===== config.mk =====
export PLATFORM = sky130hd
export DESIGN_NAME = video_timing_pattern_gen
export DESIGN_NICKNAME = d
export VERILOG_FILES = /design/src/rtl/video_timing_pattern_gen.sv
export SDC_FILE = /design/constraint.sdc
export NUM_CORES = 1
export LEC_CHECK = 0
export BUFFER_PORTS_ARGS = -buffer_cell sky130_fd_sc_hd__buf_2
export CORE_ASPECT_RATIO = 0.8
export CORE_MARGIN = 2
export CORE_UTILIZATION = 48
export CTS_CLUSTER_SIZE = 8
export DETAILED_ROUTE_END_ITERATION = 16
export PLACE_DENSITY = 0.69
export SLEW_MARGIN = 20
export SYNTH_ARGS = -nofsm -noshare
export SYNTH_HDL_FRONTEND = slang
export SYNTH_SLANG_ARGS = --single-unit

===== constraint.sdc =====
create_clock -name clk_i -period 5.9 [get_ports clk_i]
set_input_delay 0 -clock clk_i [delete_from_list [all_inputs] [get_ports clk_i]]
set_output_delay 0 -clock clk_i [all_outputs]
set_load 0.01 [all_outputs]

===== src/rtl/video_timing_pattern_gen.sv =====
// Raster timing and test-pattern source for the ISP chain.
// Starts and stops only on frame boundaries; all outputs registered one cycle after (hc, vc).
module video_timing_pattern_gen #(
  parameter int DATA_WIDTH = 24,
  parameter int CNT_BITS   = 12,
  parameter int H_ACTIVE   = 1920,
  parameter int H_FP       = 88,
  parameter int H_SYNC     = 44,
  parameter int H_BP       = 148,
  parameter int V_ACTIVE   = 1080,
  parameter int V_FP       = 4,
  parameter int V_SYNC     = 5,
  parameter int V_BP       = 36,
  parameter bit HS_POL     = 1'b1,
  parameter bit VS_POL     = 1'b1,
  parameter int CHECK_LOG2 = 5
) (
  input  logic                  clk_i,
  input  logic                  rst_i,
  input  logic                  en_i,
  input  logic [1:0]            pattern_sel_i,
  input  logic [DATA_WIDTH-1:0] solid_i,
  output logic                  vs_o,
  output logic                  hs_o,
  output logic                  de_o,
  output logic [DATA_WIDTH-1:0] data_o,
  output logic [CNT_BITS-1:0]   x_o,
  output logic [CNT_BITS-1:0]   y_o,
  output logic                  frame_start_o
);
  localparam int CH      = DATA_WIDTH / 3;
  localparam int H_TOTAL = H_ACTIVE + H_FP + H_SYNC + H_BP;
  localparam int V_TOTAL = V_ACTIVE + V_FP + V_SYNC + V_BP;
  localparam logic [CNT_BITS-1:0] HA  = CNT_BITS'(H_ACTIVE);
  localparam logic [CNT_BITS-1:0] HS0 = CNT_BITS'(H_ACTIVE + H_FP);
  localparam logic [CNT_BITS-1:0] HS1 = CNT_BITS'(H_ACTIVE + H_FP + H_SYNC);
  localparam logic [CNT_BITS-1:0] HL  = CNT_BITS'(H_TOTAL - 1);
  localparam logic [CNT_BITS-1:0] VA  = CNT_BITS'(V_ACTIVE);
  localparam logic [CNT_BITS-1:0] VS0 = CNT_BITS'(V_ACTIVE + V_FP);
  localparam logic [CNT_BITS-1:0] VS1 = CNT_BITS'(V_ACTIVE + V_FP + V_SYNC);
  localparam logic [CNT_BITS-1:0] VL  = CNT_BITS'(V_TOTAL - 1);

  typedef enum logic {S_IDLE, S_RUN} state_t;

  state_t                r_state, w_state_nxt;
  logic [CNT_BITS-1:0]   r_hc, r_vc, w_hc_nxt, w_vc_nxt;
  logic                  r_stop_pend, w_stop_nxt, w_stop_req;
  logic [1:0]            r_pat, w_pat;
  logic [DATA_WIDTH-1:0] r_solid, w_solid, w_pix;
  logic                  w_eol, w_eof, w_origin, w_run;
  logic                  w_de, w_hs_act, w_vs_act;
  logic [2:0]            w_bar;

  assign w_run    = (r_state == S_RUN);
  assign w_eol    = (r_hc == HL);
  assign w_eof    = w_eol && (r_vc == VL);
  assign w_origin = (r_hc == '0) && (r_vc == '0);
  assign w_de     = (r_hc < HA) && (r_vc < VA);
  assign w_hs_act = (r_hc >= HS0) && (r_hc < HS1);
  assign w_vs_act = (r_vc >= VS0) && (r_vc < VS1);

  always_comb begin
    w_state_nxt = r_state;
    w_hc_nxt    = r_hc;
    w_vc_nxt    = r_vc;
    w_stop_nxt  = r_stop_pend;
    w_stop_req  = r_stop_pend | ~en_i;
    case (r_state)
      S_IDLE: begin
        w_hc_nxt   = '0;
        w_vc_nxt   = '0;
        w_stop_nxt = 1'b0;
        if (en_i) w_state_nxt = S_RUN;
      end
      S_RUN: begin
        w_stop_nxt = w_stop_req;
        if (w_eol) begin
          w_hc_nxt = '0;
          w_vc_nxt = w_eof ? '0 : r_vc + 1'b1;
        end else begin
          w_hc_nxt = r_hc + 1'b1;
        end
        // en_i returning high mid-frame does not cancel a pending stop
        if (w_eof && w_stop_req) begin
          w_state_nxt = S_IDLE;
          w_stop_nxt  = 1'b0;
        end
      end
      default: w_state_nxt = S_IDLE;
    endcase
  end

  // Pattern selection takes effect on the first pixel of the frame it is latched in
  assign w_pat   = (w_run && w_origin) ? pattern_sel_i : r_pat;
  assign w_solid = (w_run && w_origin) ? solid_i : r_solid;

  always_comb begin
    w_bar = '0;
    for (int k = 1; k < 8; k++)
      if (r_hc >= CNT_BITS'((k * H_ACTIVE + 7) / 8)) w_bar = w_bar + 3'd1;
  end

  // Bar colours white..black map to R = ~bar[1], G = ~bar[2], B = ~bar[0]
  always_comb begin
    w_pix = '0;
    case (w_pat)
      2'd0: w_pix = {{CH{~w_bar[1]}}, {CH{~w_bar[2]}}, {CH{~w_bar[0]}}};
      2'd1: w_pix = {3{r_hc[CH-1:0]}};
      2'd2: w_pix = (r_hc[CHECK_LOG2] ^ r_vc[CHECK_LOG2]) ? '0 : '1;
      default: w_pix = w_solid;
    endcase
  end

  always_ff @(posedge clk_i or negedge rst_i) begin
    if (!rst_i) begin
      r_state     <= S_IDLE;
      r_hc        <= '0;
      r_vc        <= '0;
      r_stop_pend <= 1'b0;
      r_pat       <= '0;
      r_solid     <= '0;
    end else begin
      r_state     <= w_state_nxt;
      r_hc        <= w_hc_nxt;
      r_vc        <= w_vc_nxt;
      r_stop_pend <= w_stop_nxt;
      if (w_run && w_origin) begin
        r_pat   <= pattern_sel_i;
        r_solid <= solid_i;
      end
    end
  end

  always_ff @(posedge clk_i or negedge rst_i) begin
    if (!rst_i) begin
      vs_o          <= ~VS_POL;
      hs_o          <= ~HS_POL;
      de_o          <= 1'b0;
      data_o        <= '0;
      x_o           <= '0;
      y_o           <= '0;
      frame_start_o <= 1'b0;
    end else begin
      vs_o          <= (w_run && w_vs_act) ? VS_POL : ~VS_POL;
      hs_o          <= (w_run && w_hs_act) ? HS_POL : ~HS_POL;
      de_o          <= w_run && w_de;
      data_o        <= (w_run && w_de) ? w_pix : '0;
      x_o           <= (w_run && w_de) ? r_hc : '0;
      y_o           <= (w_run && w_de) ? r_vc : '0;
      frame_start_o <= w_run && w_origin;
    end
  end
endmodule

Word-level counts from Yosys, hierarchy flattened
Index checks and enable logic that the tools add are counted.

Reductions and logical operators: 13. $lt $le $gt $ge: 13. Add/subtract/negate cells: 8. Multipliers: 0. Bitwise gates (word level): 7. Div/mod/pow operators: 0. Shift-type cells: 0. Eq/ne operators: 5. Muxes and demuxes: 26.

Operator list (number): $mux W24 (3); $pmux W24 S3 (1); $ge A12 B11 Y1 const B (5); $mux W12 (5); $pmux W12 S2 (2); $lt A12 B11 Y1 const B (3); $add A12 B1 Y12 const B (2); $ge A12 B10 Y1 const B (2); $logic_not A12 Y1 (2); $add A3 B1 Y3 const B (6); $mux W3 (6); $eq A12 B11 Y1 const B (1); $eq A12 B12 Y1 const B (1); $ge A12 B8 Y1 const B (1); $ge A12 B9 Y1 const B (1); $lt A12 B12 Y1 const B (1); $logic_and A1 B1 Y1 (10); $mux W1 (6); $not A1 Y1 (5); $pmux W1 S2 (2); $eq A2 B1 Y1 const B (1); $eq A2 B2 Y1 const B (1); $logic_not A2 Y1 (1); $mux W2 (1); 3 further kinds (3).

Latch bits: 0. Register bits after elaboration: 104. Word-level logic and storage cells: 85. Memories: 0. Memory bits (read-only): 0. Bits in writable memories: 0.

Logic depth before layout (Yosys ltp)
Gate-level depths: netlist (run 1).

Depth in word-level cells: 17. Gate-level depth with buffers: 19. Depth with buffers taken out: 18.

Worst setup path after synthesis (run 1)
OpenSTA, ideal clock, no wires.

Kind: reg-to-reg. Start: register r_hc[5]. End: register data_o[17]. Arrival time: 3846 ps. Setup slack: 1971 ps. Required time: 5817 ps. Cell stages (with the launch flop): 18. Period minus slack after synthesis: 3929 ps. Buffers on the path: 2. Setup time: 83 ps. Path through: dfrtp_1 > clkbuf_1 > nand4_1 > nand2_1 > inv_1 > ha_1 > buf_2 > xor2_2 > ha_1 > xor2_1 > o22ai_1 > a21oi_1 > ha_1 > mux2_2 > ha_1 > a221o_1 > a211o_1 > o21ai_0.

Word-level cells in the longest chain between the ends: 17. Elaborated cells on any way between the ends: 36. Classes of those cells: add/sub (6); order compare (8); eq/ne (2); mux (12); bitwise (2); reduce/logical (6).

Ends and longest elaborated chain: from (decl) (line 46) `logic [CNT_BITS-1:0] r_hc, r_vc, w_hc_nxt, w_vc_nxt;`; from (signal assigned) (line 124) `r_hc <= w_hc_nxt;`; $ge A12 B8 Y1 (line 100) `if (r_hc >= CNT_BITS'((k * H_ACTIVE + 7) / 8)) w_bar = w_bar + 3'd1;`; $mux W1 (line 100); $add A3 B1 Y3 (line 100); $mux W3 (line 100); $add A3 B1 Y3 (line 100); $mux W3 (line 100); $add A3 B1 Y3 (line 100); $mux W3 (line 100); $add A3 B1 Y3 (line 100); $mux W3 (line 100); $add A3 B1 Y3 (line 100); $mux W3 (line 100); $add A3 B1 Y3 (line 100); $mux W3 (line 100); $not A1 Y1 (line 107) `2'd0: w_pix = {{CH{~w_bar[1]}}, {CH{~w_bar[2]}}, {CH{~w_bar[0]}}};`; $pmux W24 S3 (line 106) `case (w_pat)`; $mux W24 (*) (line 147) `data_o <= (w_run && w_de) ? w_pix : '0;`; to (signal assigned) (line 147); to (decl) (line 26) `output logic [DATA_WIDTH-1:0] data_o,`.

Every way passes the cells marked *; elsewhere a longest branch is shown, timed or not. A chain may end at the register's enable or synchronous reset.

Worst setup path in the final report (run 1)
Start: register r_hc[8]. End: register data_o[13].

The elaborated chain is that of the path after synthesis.

==> flow_summary.yaml, run 1 <==
outcome:
  status: "complete, no violations"
grt:
  grt.total_usage_pct: 23.4
  grt_overflow: 0
  grt_pass1_wl_mm: 20.6
  antenna_found_initial: 0
  grt_pass1_vias: 4043
  grt_max_degree: 69
placement:
  port_buffers: 80
  place_area_mm2: 0.00555
  pre_cts_slack_ps: 1610
  dp_hpwl_mm: 8.46
  gp_congestion: 0.878
logic_synthesis:
  synthCells: 533
  ys_types: 53
  synthAdderAreaFrac_pct: 2.94
  synth.area.mux_share_pct: 1.45
  syn_area_mm2: 0.00510
  async_flop_share_pct: 100
  synth_edf_count: 0
  synth_xor_area_share_pct: 3.73
  synth_area_per_cell_um2: 9.58
  ys.warnings.count: 0
  synthSimpleGateAreaFrac_pct: 23.7
  ys.flop_type: "dfrtp_1"
  ys_ff_latch: 104
  synth-seq-area-share_pct: 51.0
  synth_top_family_by_area: "simple AND/OR/NAND/NOR gates"
  synth_compound_area_share_pct: 12.8
cts:
  post_cts_resized: 0
  cts_made_buffers: 9
  htree_levels: 3
  cts_tree: "done"
  path_clk_slew_ps: 70
  cts_hold_buf: 27
  cts.sinks: 104
  cts_setup_buffers: 0
  clkLatencyLatePin_ps: 360
  cts.path.max_buffers: 2
  root_buffer: "clkbuf_16"
sta:
  drv_slew: 0
  hold_viol: 0
  setup_slack_ps: 1570
  worstMarginPinSlew_ps: 844
  setup_violations: 0
  fmax_ghz: 0.231
  rsz0062_at_grt: "no"
  slew_headroom_pct: 43.7
  min_period_ps: 4330
  fin_worst_skew_ps: 8.67
  finalSetupTns_ps: 0
  fin_crit_sh_pct: 73.4
cells_and_area:
  register_area_mm2: 0.00260
  fin_area_mm2: 0.00617
  fillers: 846
  post-route-util_pct: 60.0
  final_nets: 661
  multi_input_area_mm2: 0.00229
  syn_to_final_growth_pct: 20.9
  drive_above_1_share_pct: 17.8
  antennaDiodeCount: 0
worst_setup_path:
  r2r_end: "data_o[13]"
  crit_path_frequent_cell: "ha_1"
  rrSetupSlack_ps: 1570
  critical_path_peak_fanout: 12
  r2r-start: "r_hc[8]"
  cp.required_ps: 6180
  path_cells: "nor4_2 -> and2_1 -> ha_1 -> xor2_2 -> ha_1 -> xor2_1 -> o22ai_1 -> a21oi_1 -> ha_1 -> mux2_2 -> ha_1 -> a311oi_1 -> nor2b_1 -> mux2i_4 -> a21oi_1"
  critical_path_class: "register to register"
  worstRegToRegCells: 15
  cpMaxStageDelayCell: "dfrtp_1"
  endpoint_kind: "register"
  endpoint: "data_o[13]"
  worstPathArrival_ps: 4610
  startpoint: "r_hc[8]"
  worstSetupStartpointType: "register"
  max_stage_delay_ps: 530
power_and_ir_drop:
  cellLeakagePower_nw: 2.93
  power_density_mw_per_mm2: 251
  vdd_ir_drop_max_mv: 0.144
route:
  wl_per_cell_um: 16.5
  route.detailed.drc: 0
  drtIter0Drc: 346
  ant_nets: 0
  dr.pass1.iters: 4
  vias: 4293
  wirelength_mm: 12.6
  avgViaCountPerCell: 5.61
floorplanning:
  start_util_pct: 49.6
  die_w_um: 119
  rows: 33
  dieArea_mm2: 0.0115
  chipHeight_um: 96.2
  core_mm2: 0.0103
  io-pin-count: 81
min_path:
  min_path_type: "input pin to register"
run:
  max_cap_viol_count: 0
[cells in the final DEF (no fill, tap or decap), drive strengths merged, types with 12 or more instances in the layout]
| master | n |
|---|---|
| a21oi | 34 |
| and2 | 19 |
| and3 | 14 |
| buf | 84 |
| dfrtp | 104 |
| dlygate4sd3 | 27 |
| ha | 12 |
| inv | 14 |
| nand2 | 98 |
| nor2 | 29 |
| o21ai | 27 |
| o311ai | 24 |
| or3 | 25 |
| xnor2 | 13 |
[through the flow]
| step | instances | total power, mW | hold slack (ps) |
|---|---|---|---|
| global placement | 722 | 0.848 | -7.53 |
| floorplan | 534 | 0.796 | -296 |
| CTS | 765 | 1.56 | 72.1 |
| finish | 765 | 1.55 | 88.0 |
| detailed placement | 722 | 0.849 | -1.91 |
| global route | 765 | 1.60 | 110 |
[cells in the mapped netlist, drive strengths merged, types with 5 or more instances]
cell    number  area share [%]
dfrtp      104              51
nand2       98             7.2
a21oi       34             3.6
nor2        29             2.1
o21ai       27             2.6
or3         25             3.1
o311ai      24             4.1
clkbuf      20             1.5
and2        19             2.3
buf         16             1.8
and3        14             1.7
inv         13            0.96
xnor2       13             2.2
ha          12             2.9
nor3        11             1.5
nand4       10             1.2
nand2b       8            0.98
nand3        8            0.78
xor2         7             1.5
mux2i        5             1.2
[kinds of logic after synthesis]
group | Yosys count
AND/OR/NAND/NOR | 240
multiplexers | 6
AO/OA/AOI/OAI | 101
buffers and inverters | 49
XOR/XNOR | 20
adder cells (fa/ha/maj) | 12
flip-flops | 104
other | 1
[cell type report]
cell class / count / share of cell area (%)
Sequential cell: 104 / 42.2
Multi-Input combinational cell: 381 / 37.1
Timing Repair Buffer: 111 / 11.4
Clock buffer: 10 / 3.87
Tap cell: 140 / 2.84
Clock inverter: 6 / 1.84
Inverter: 13 / 0.791
[worst min-delay path by stage]
stage / slack, ps / startpoint / cells after the start / end
2_1_floorplan: -300 / rst_i / 0 / data_o[0]
3_3_place_gp: -8 / rst_i / 1 / de_o
3_5_place_dp: -2 / rst_i / 1 / de_o
4_1_cts: 70 / pattern_sel_i[0] / 3 / r_pat[0]
5_1_grt: 110 / pattern_sel_i[0] / 3 / r_pat[0]
6_report: 90 / pattern_sel_i[0] / 3 / r_pat[0]
[metal layers]
layer  part of all wire [%]  track usage, %  vias up
li1                       -               -     2026
met1                     46            31.8     2086
met2                     46            36.8      155
met3                    6.3            5.04       26
met4                    1.9            9.42        0
met5                      0               0        -
[critical path, delay by kind of cell, from the launching register on]
kind | cells | cell delay, ps
AND/OR/NAND/NOR | 3 | 880
multiplexers | 2 | 410
flip-flops | 1 | 530
XOR/XNOR | 2 | 430
AO/OA/AOI/OAI | 4 | 850
adder cells (fa/ha/maj) | 4 | 1150
[power by group]
group / internal, mW / total (mW) / switching, mW
sequential: 0.736 / 0.746 / 0.00973
clock: 0.428 / 0.699 / 0.272
combinational: 0.0433 / 0.103 / 0.0599
[state kept, by name (all words and copies together), names as in the netlist]
name	flops
hs_o	1
r_solid	24
data_o	24
r_state	1
r_stop_pend	1
frame_start_o	1
r_vc	12
r_pat	2
x_o	12
r_hc	12
de_o	1
vs_o	1
y_o	12
No activity file was read; power rests on OpenSTA's default activity.
==> run 2: changes to the inputs <==
- ABC_AREA: unset -> 1
- clock period: 5.9 -> 4.5 ns (I/O delays scaled with it)
==> run 2 against run 1 <==
  * Cell area decreased by 0.69%
  * Critical path type unchanged
  * Combinational power increased by 28%
  * Critical path depth increased by 12
  * Sequential power increased by 30%
  * Highest routed layer unchanged
  * Synthesized cell count increased by 8.8%
==> flow_summary.yaml, run 2 <==
logic_synthesis:
  ys_types: 45
  synth_common_cells: "nand2_1 (127), dfrtp_1 (104), nor2_1 (60)"
  syn_area_mm2: 0.00504
  synth_top_area_share_pct: 51.6
  synthCells: 580
  synth_edf_count: 0
  synth_area_per_cell_um2: 8.70
  ys.warnings.count: 0
  yosys.cell_count.top_type: "nand2_1"
  synth-seq-area-share_pct: 51.6
  ys_ff_latch: 104
  ys.flop_type: "dfrtp_1"
  yosysTopAreaCell: "dfrtp_1"
  synth_area_leaders: "dfrtp_1 (52%), nand2_1 (9.4%), nor2_1 (4.5%), a21oi_1 (4.1%), inv_1 (3.9%)"
  async_flop_share_pct: 100
sta:
  drv_slew: 0
  finalSetupTns_ps: 0
  slew_headroom_pct: 39.0
  fmax_ghz: 0.242
  fin_worst_skew_ps: 7.91
  rsz0062_at_grt: "no"
  worstMarginPinSlew_ps: 912
  min_period_ps: 4130
  setup_violations: 0
  fin_crit_sh_pct: 91.9
  hold_viol: 0
route:
  ant_nets: 0
  drtIter0Drc: 370
  dr.pass1.iters: 5
  avgViaCountPerCell: 5.25
  vias: 4359
  wirelength_mm: 12.3
  route.detailed.drc: 0
  wl_per_cell_um: 14.9
cells_and_area:
  syn_to_final_growth_pct: 21.5
  final_cell_mix: "nand2_1 (127), dfrtp_1 (102), buf_2 (79)"
  antennaDiodeCount: 0
  reg.largest.list: "data_o: 24 flops, r_solid: 24 flops"
  fin_area_mm2: 0.00613
  layout_commonest_cell: "nand2_1"
  final_nets: 726
  drive_above_1_share_pct: 23.8
worst_setup_path:
  cpMaxStageDelayCell: "dfrtp_1"
  worstSetupStartpointType: "register"
  max_stage_delay_ps: 430
  critical_path_buf_inv_count: 4
  worstPathArrival_ps: 4410
  critical_path_peak_fanout: 8
  cp.required_ps: 4780
  cp_top_family: "simple AND/OR/NAND/NOR gates"
  critical_path_class: "register to register"
  endpoint_kind: "register"
floorplanning:
  dieArea_mm2: 0.0114
  start_util_pct: 49.3
  core_mm2: 0.0102
  chipHeight_um: 95.7
  io-pin-count: 81
  rows: 33
  die_w_um: 119
grt:
  grt_pass1_vias: 4169
  antenna_found_initial: 0
  grt_max_degree: 59
  grt.total_usage_pct: 22.3
  grt_overflow: 0
  grt_pass1_wl_mm: 20.0
power_and_ir_drop:
  seq_power_share_pct: 51.6
  power_density_mw_per_mm2: 307
  cellLeakagePower_nw: 3.17
  internal_power_mw: 1.42
  swShare_pct: 24.9
  p_clk_share_pct: 41.4
  combPwrFrac_pct: 7.0
  vdd_ir_drop_max_mv: 0.182
  power.switching_mw: 0.469
placement:
  place_area_mm2: 0.00555
  dp_hpwl_mm: 8.72
  port_buffers: 80
  gp_congestion: 0.936
cts:
  cts_tree: "done"
  cts.sinks: 104
  clkLatencyLatePin_ps: 350
  cts.path.max_buffers: 2
  root_buffer: "clkbuf_16"
  cts_setup_buffers: 0
  htree_levels: 3
  path_clk_slew_ps: 80
  cts_made_buffers: 9
run:
  max_cap_viol_count: 0
outcome:
  status: "complete, no violations"
min_path:
  min_path_type: "input pin to register"
run 2: cell types whose count changed after synthesis, moves of 14 or more:
cell / delta
inv_2: +16
inv_1: +39
clkbuf_1: -16
and3_1: -14
nand2_1: +29
o21ai_1: +15
o311ai_0: -19
and2_1: -17
nor2_1: +31
or3_1: -25
run 2: power by group through the flow:
stage | combinational, mW | sequential [mW] | clock (mW)
final | 0.132 | 0.973 | 0.780
after global routing | 0.147 | 0.976 | 0.830
after CTS | 0.132 | 0.972 | 0.797
after detailed placement | 0.114 | 0.991 | 0
after global placement | 0.113 | 0.991 | 0
after floorplan | 0.0408 | 1.00 | 0
run 2: worst paths after layout:
check / slack, ps / depth (start not counted) / to / from
max in group asynchronous: 3130 / 3 / r_hc[5] / rst_i
setup / recovery: 370 / 27 / data_o[9] / r_hc[6]
setup reg to reg: 370 / 27 / data_o[9] / r_hc[6]
hold / removal: 50 / 3 / r_pat[0] / pattern_sel_i[0]
hold reg to reg: 480 / 2 / r_solid[6] / r_solid[6]
min in group asynchronous: 180 / 2 / r_vc[1] / rst_i
run 2: repair_timing:
item | in CTS | in global routing
gates resized for setup | 0 | 3
endpoints found under the hold margin | 73 | 0
hold buffers | 27 | 0
endpoints found under the setup margin | 0 | 7
run 2: area by class of cell:
class,count,area (µm²)
clock buffers,9,225
clock inverters,7,81.3
fillers,899,4110
inverters,70,263
multi-input cells,392,2100
flip-flops and latches,104,2610
well taps,140,175
repair buffers,108,681
run 2: cell families after synthesis:
| family | after synthesis | share of synthesized area [%] |
|---|---|---|
| DFF | 104 | 51.6 |
| buffers and inverters | 85 | 6.92 |
| AOI/OAI and AO/OA | 100 | 11.3 |
| xor gates and xnor gates | 8 | 1.39 |
| other | 1 | 0.0743 |
| adders and majority gates | 12 | 2.98 |
| and+or+nand+nor | 270 | 25.8 |
run 2: per-stage QoR:
stage / hold WS [ps] / setup slack [ps] / power, mW / utilization (%) / cells
after floorplan: -296 / 709 / 1.04 / - / 581
after global placement: 31.7 / 519 / 1.10 / 54.2 / 787
after detailed placement: 38.4 / 359 / 1.11 / 54.2 / 787
after CTS: 43.3 / 324 / 1.90 / 59.8 / 830
after global routing: 82.3 / 30.1 / 1.95 / 59.9 / 830
final: 52.8 / 365 / 1.88 / 59.9 / 830
run 2: layer usage:
| metal | routed length [µm] | track usage [%] | up-vias |
|---|---|---|---|
| li1 | - | - | 2077 |
| met1 | 5650 | 31.3 | 2113 |
| met2 | 5880 | 36.2 | 153 |
| met3 | 604 | 3.02 | 16 |
| met4 | 189 | 7.54 | 0 |
| met5 | 0 | 0 | - |
run 2: worst min-delay path, delay by kind of cell:
family                 cells  cell delay (ps)
AO/OA/AOI/OAI              1               80
buffers and inverters      2              260
